### src/rtl/snes_video_pkg.sv
// Shared SNES/HDMI video definitions: frame-sync FSM states, default
// sync lines, the 720p raster used by the HDMI path and small helpers.
package snes_video_pkg;

    // Frame-sync controller states
    typedef enum logic [1:0] {
        DISABLED = 2'd0,
        ARMED    = 2'd1,
        PAUSED   = 2'd2,
        RUN      = 2'd3
    } sync_state_t;

    // SNES line on which the pause is taken (inside DRAM refresh) and the
    // line that re-arms the controller for the next frame.
    localparam logic [7:0] SYNC_LINE_DEFAULT  = 8'd2;
    localparam logic [7:0] REARM_LINE_DEFAULT = 8'd200;

    // 1280x720p60 raster (74.25 MHz pixel clock)
    localparam int H_ACTIVE = 1280;
    localparam int H_FRONT  = 110;
    localparam int H_SYNC   = 40;
    localparam int H_BACK   = 220;
    localparam int H_TOTAL  = H_ACTIVE + H_FRONT + H_SYNC + H_BACK;
    localparam int V_ACTIVE = 720;
    localparam int V_FRONT  = 5;
    localparam int V_SYNC   = 5;
    localparam int V_BACK   = 20;
    localparam int V_TOTAL  = V_ACTIVE + V_FRONT + V_SYNC + V_BACK;

    // Raster position at which the HDMI side flips its frame-start toggle
    localparam int SOF_CX = 256;
    localparam int SOF_CY = 24;

    // Increment that sticks at the top of a 16-bit range
    function automatic logic [15:0] sat_inc16(input logic [15:0] v);
        return (v == 16'hFFFF) ? v : v + 16'd1;
    endfunction

    // Increment that sticks at the top of an 8-bit range
    function automatic logic [7:0] sat_inc8(input logic [7:0] v);
        return (v == 8'hFF) ? v : v + 8'd1;
    endfunction

endpackage

### src/rtl/toggle_sync.sv
// Brings a level toggle from another clock domain into clk and turns each
// flip into a single-cycle pulse. The first flop may go metastable; the
// pulse is formed only from the two later, settled stages.
module toggle_sync (
    input  logic clk,
    input  logic resetn,
    input  logic i_toggle,
    output logic o_pulse
);

    logic r_s0;
    logic r_s1;
    logic r_s2;

    // Three-stage shift of the asynchronous toggle level
    always_ff @(posedge clk) begin
        if (!resetn) begin
            r_s0 <= 1'b0;
            r_s1 <= 1'b0;
            r_s2 <= 1'b0;
        end else begin
            r_s0 <= i_toggle;
            r_s1 <= r_s0;
            r_s2 <= r_s1;
        end
    end

    assign o_pulse = r_s2 ^ r_s1;

endmodule

### src/rtl/frame_sync_ctrl.sv
// Once-per-frame SNES pause controller. Holds the SNES core on SYNC_LINE
// until the HDMI raster reports frame start, with a watchdog that forces
// release after TIMEOUT cycles, lock tracking over consecutive good syncs
// and measurement of how long each pause lasted.
module frame_sync_ctrl
    import snes_video_pkg::*;
#(
    parameter logic [7:0]  SYNC_LINE   = SYNC_LINE_DEFAULT,
    parameter logic [7:0]  REARM_LINE  = REARM_LINE_DEFAULT,
    parameter logic [15:0] TIMEOUT     = 16'd40000,
    parameter int          LOCK_FRAMES = 4
) (
    input  logic        clk,
    input  logic        resetn,
    input  logic        enable,
    input  logic [7:0]  snes_line,
    input  logic        snes_refresh,
    input  logic        hdmi_sof_toggle,
    output logic        pause_snes,
    output logic        locked,
    output logic [15:0] last_wait,
    output logic [7:0]  timeout_cnt,
    output logic        timeout_pulse
);

    localparam int              GW       = $clog2(LOCK_FRAMES + 1);
    localparam logic [GW-1:0]   LOCK_MAX = GW'(LOCK_FRAMES);
    localparam logic [15:0]     WAIT_END = TIMEOUT - 16'd1;

    sync_state_t   r_state;
    sync_state_t   w_state_next;
    logic [15:0]   r_wait;
    logic [15:0]   w_wait_next;
    logic [15:0]   r_last_wait;
    logic [15:0]   w_last_wait_next;
    logic [7:0]    r_timeout_cnt;
    logic [7:0]    w_timeout_cnt_next;
    logic [GW-1:0] r_good;
    logic [GW-1:0] w_good_next;
    logic [GW-1:0] w_good_inc;
    logic          r_locked;
    logic          w_locked_next;
    logic          r_pulse;
    logic          w_pulse_next;
    logic          r_pause;
    logic          w_pause_next;
    logic          w_sof_evt;

    // Frame-start toggle from the pixel domain, one pulse per HDMI frame.
    // The chain runs in every state so an edge seen while not paused is
    // consumed and cannot release a later pause.
    toggle_sync u_sof_sync (
        .clk      (clk),
        .resetn   (resetn),
        .i_toggle (hdmi_sof_toggle),
        .o_pulse  (w_sof_evt)
    );

    assign w_good_inc = (r_good == LOCK_MAX) ? r_good : r_good + GW'(1);

    // Next-state and next-output decode
    always_comb begin
        w_state_next       = r_state;
        w_wait_next        = r_wait;
        w_last_wait_next   = r_last_wait;
        w_timeout_cnt_next = r_timeout_cnt;
        w_good_next        = r_good;
        w_locked_next      = r_locked;
        w_pulse_next       = 1'b0;

        unique case (r_state)
            DISABLED: begin
                if (enable) begin
                    w_state_next = ARMED;
                end
            end
            ARMED: begin
                // Frame-start events here are deliberately ignored
                if ((snes_line == SYNC_LINE) && snes_refresh) begin
                    w_state_next = PAUSED;
                    w_wait_next  = 16'd0;
                end
            end
            PAUSED: begin
                // A frame start on the last allowed cycle still counts as good
                if (w_sof_evt) begin
                    w_state_next     = RUN;
                    w_last_wait_next = sat_inc16(r_wait);
                    w_good_next      = w_good_inc;
                    w_locked_next    = (w_good_inc == LOCK_MAX);
                end else if (r_wait == WAIT_END) begin
                    w_state_next       = RUN;
                    w_pulse_next       = 1'b1;
                    w_timeout_cnt_next = sat_inc8(r_timeout_cnt);
                    w_last_wait_next   = TIMEOUT;
                    w_good_next        = '0;
                    w_locked_next      = 1'b0;
                end else begin
                    w_wait_next = sat_inc16(r_wait);
                end
            end
            RUN: begin
                // Only path back to ARMED, so one pause per SNES frame
                if (snes_line == REARM_LINE) begin
                    w_state_next = ARMED;
                end
            end
            default: begin
                w_state_next = DISABLED;
            end
        endcase

        // Disabling overrides everything; the statistics are kept
        if (!enable) begin
            w_state_next       = DISABLED;
            w_last_wait_next   = r_last_wait;
            w_timeout_cnt_next = r_timeout_cnt;
            w_good_next        = '0;
            w_locked_next      = 1'b0;
            w_pulse_next       = 1'b0;
        end

        w_pause_next = (w_state_next == PAUSED);
    end

    // State and registered outputs
    always_ff @(posedge clk) begin
        if (!resetn) begin
            r_state       <= DISABLED;
            r_wait        <= 16'd0;
            r_last_wait   <= 16'd0;
            r_timeout_cnt <= 8'd0;
            r_good        <= '0;
            r_locked      <= 1'b0;
            r_pulse       <= 1'b0;
            r_pause       <= 1'b0;
        end else begin
            r_state       <= w_state_next;
            r_wait        <= w_wait_next;
            r_last_wait   <= w_last_wait_next;
            r_timeout_cnt <= w_timeout_cnt_next;
            r_good        <= w_good_next;
            r_locked      <= w_locked_next;
            r_pulse       <= w_pulse_next;
            r_pause       <= w_pause_next;
        end
    end

    assign pause_snes    = r_pause;
    assign locked        = r_locked;
    assign last_wait     = r_last_wait;
    assign timeout_cnt   = r_timeout_cnt;
    assign timeout_pulse = r_pulse;

endmodule

### config.mk
export PLATFORM = sky130hd
export DESIGN_NAME = frame_sync_ctrl
export DESIGN_NICKNAME = d
export VERILOG_FILES = /design/src/rtl/snes_video_pkg.sv /design/src/rtl/toggle_sync.sv /design/src/rtl/frame_sync_ctrl.sv
export SDC_FILE = /design/constraint.sdc
export NUM_CORES = 1
export LEC_CHECK = 0
export CELL_PAD_IN_SITES_DETAIL_PLACEMENT = 1
export CELL_PAD_IN_SITES_GLOBAL_PLACEMENT = 1
export CORE_MARGIN = 10
export CORE_UTILIZATION = 43
export DETAILED_ROUTE_END_ITERATION = 8
export PLACE_DENSITY_LB_ADDON = 0.08
export SLEW_MARGIN = 20
export SYNTH_ARGS = -nofsm -noshare
export SYNTH_HDL_FRONTEND = slang
export SYNTH_SLANG_ARGS = --single-unit
### constraint.sdc
create_clock -name clk -period 6 [get_ports clk]
set_input_delay 0.9 -clock clk [delete_from_list [all_inputs] [get_ports clk]]
set_output_delay 0.9 -clock clk [all_outputs]
set_load 0.01 [all_outputs]
==> out/metrics.cfg <==
[outcome]
outcome = completed

[pwr]
power_frac_seq_pct = 62.0
pwr_density_cell_nw_per_um2 = 174
p_int_uw = 427
peakVddDrop_uv = 84.1
p_leak_uw = 0.00104
power_frac_clock_pct = 34.2
p_sw_share_pct = 22.1
switchingPower_uw = 121
comb_power_share_pct = 3.8

[synth]
synth.ff_latch_count = 51
seq_area_frac_synth_pct = 38.5
synth_top_area_share_pct = 38.5
synth.most_common_cell = dfxtp_1
synth_async_sr_flop_share_pct = 0
synth_top_area_cell = dfxtp_1
synth-edff-count = 0
syn-cell-area_um2 = 2650
synth_area_leaders = dfxtp_1 (38%), a21oi_1 (4.5%), nand3_1 (4.2%)
ys_types = 56
synthCells = 308
synthFlopType = dfxtp_1
yosys_warnings = 0
yosys-top-cells-count = dfxtp_1 (51), a21oi_1 (24), nand3_1 (22), o21ai_0 (20)
synth_nets = 325
syn_avg_cell_area_um2 = 8.61

[sta]
finalMaxSlewViolations = 0
setup_slack_ns = 3.19
rsz0062_at_grt = no
finalSetupViolCount = 0
timing_worst_slew_pin_value_ns = 0.915
tns_ns = 0
relSlewSlack_pct = 38.8
hold_violations = 0
hold_slack_ns = 0.441
fin_crit_sh_pct = 46.8
max_freq_ghz = 0.356
min_period_ns = 2.81
clock_skew_ns = 0.00777

[worst_setup_path]
worstSetupEndpointType = register
path_class = input pin to register
cp-start-kind = input pin
worstPathArrival_ns = 3.06
cp_max_fo = 32
required_ns = 6.25

[placement]
port-buffer-count = 39
place_area_um2 = 3070
dp.final_hpwl_um = 5590
preCtsSetupSlack_ns = 2.88
gp_congestion = 0.828

[routing]
top_layer_used = met4
ant_nets = 0
met3WireLength_um = 438
routedLengthMet1_um = 3570
wl_met2_um = 3420
drt-total-wl_um = 7500
viasPerCell = 6.01
drt_iter0_markers = 147
dr.pass1.iters = 4
vias = 2502
avgRoutedWirePerCell_um = 18.0
drcViolationCount = 0

[clock_network]
ctsHtreeMaxLevel = 2
cts_setup_buffers = 0
cts_hold_buf = 0
cts_buffers = 5
cts_tree = done
cts.clk_slew.worst_paths_ns = 0.09
cts_root_buf = clkbuf_8
clk_path_buf_depth = 2
clock_latency_ns = 0.30
cts_sinks = 51
cts_resized = 0

[worst_hold_path]
hold_class = register to register

[global_route]
antenna_found_initial = 0
grt_pass1_wl_um = 12800
grt_overflow = 0
grtUsageTotal_pct = 15.4
grt_pass1_vias = 2526
grt_max_degree = 33

[floorplanning]
start_util_pct = 44.5
die_area_um2 = 9710
core-area_um2 = 5960
dieWidth_um = 98.5
design.portCount = 40
rows = 28
fp.dieH_um = 98.5

[cells_and_area]
area_delta_synth_final_pct = 18.6
finish.instance_area_um2 = 3150
utilization_pct = 52.8
layout-drive-gt1-share_pct = 6.16
seqCellArea_um2 = 1020
multi_input_area_um2 = 1520
nNetsFinal = 359
antenna_cells = 0
fillers = 730

[flow_run]
cap_violations = 0

-- cells in the final DEF, fill, tap and decap left out, drive strengths merged, types with 3 or more instances in the layout --
master / synthesis / layout
and3: 8 / 8
clkbuf: 6 / 6
and2: 4 / 4
o21ai: 24 / 24
or4: 3 / 3
ha: 4 / 4
nor4b: 5 / 5
a21oi: 24 / 24
o22ai: 3 / 3
mux2i: 7 / 7
xnor2: 4 / 4
a22o: 5 / 5
inv: 8 / 8
or3: 7 / 7
nor2: 20 / 20
clkdlybuf4s50: 0 / 39
nor4: 6 / 6
a32o: 3 / 3
nand4: 7 / 7
nand2: 19 / 19
nor3: 15 / 15
nand4b: 4 / 4
or2: 3 / 3
xor2: 5 / 5
o211ai: 3 / 3
dfxtp: 51 / 51
o2bb2ai: 4 / 4
nand3: 23 / 23
buf: 9 / 3
-- through the flow --
step	std cells	total power, uW
after floorplan	308	357
after global placement	410	369
after detailed placement	410	369
after CTS	416	557
after global routing	416	570
final	416	549
-- power by group through the flow --
stage,sequential [uW],clock (uW),combinational (uW)
floorplan,348,0,8.98
global placement,348,0,20.4
detailed placement,348,0,20.8
CTS,340,195,20.9
global route,341,207,22.5
finish,340,188,20.8
-- cell families after synthesis --
logic type      Yosys count  share of synthesized area (%)
compound gates           81                           19.3
xor+xnor                  9                           3.25
buf+inv                  23                           4.39
simple gates            133                           30.0
flops                    51                           38.5
mux                       7                           2.64
fa+ha+maj                 4                           1.89
-- worst max-delay path, stage by stage --
cell	delay, ns
clkdlybuf4s50_1	0.46
buf_4	0.31
inv_1	0.33
nor2_1	0.79
a22o_1	0.25
-- layer usage --
| layer | up-vias | global-route usage (%) |
|---|---|---|
| met2 | 56 | 24.0 |
| met5 | - | 0 |
| met4 | 0 | 3.75 |
| li1 | 1217 | - |
| met3 | 8 | 4.40 |
| met1 | 1221 | 20.5 |
-- cell type report --
cell class                 count  area share (%)
timing repair buffer          42            13.1
sequential                    51            32.5
inverter                       8           0.955
tap                           75            2.98
multi-input combinational    234            48.2
clock buffer                   6            2.31
-- final timing paths --
check	slack, ns	cells past startpoint	from	to
setup / recovery	3.19	5	resetn	last_wait[0]
hold / removal	0.44	1	u_sof_sync.r_s0	u_sof_sync.r_s1
setup reg to reg	3.31	6	r_wait[0]	last_wait[0]
hold reg to reg	0.44	1	u_sof_sync.r_s0	u_sof_sync.r_s1
-- state kept, by name, indices dropped and copies added (netlist names), 2 cells and up --
name and flops:
last_wait 16, r_state 2, timeout_cnt 8, r_good 3
r_wait 16
Power figures use the tool's default switching activity.
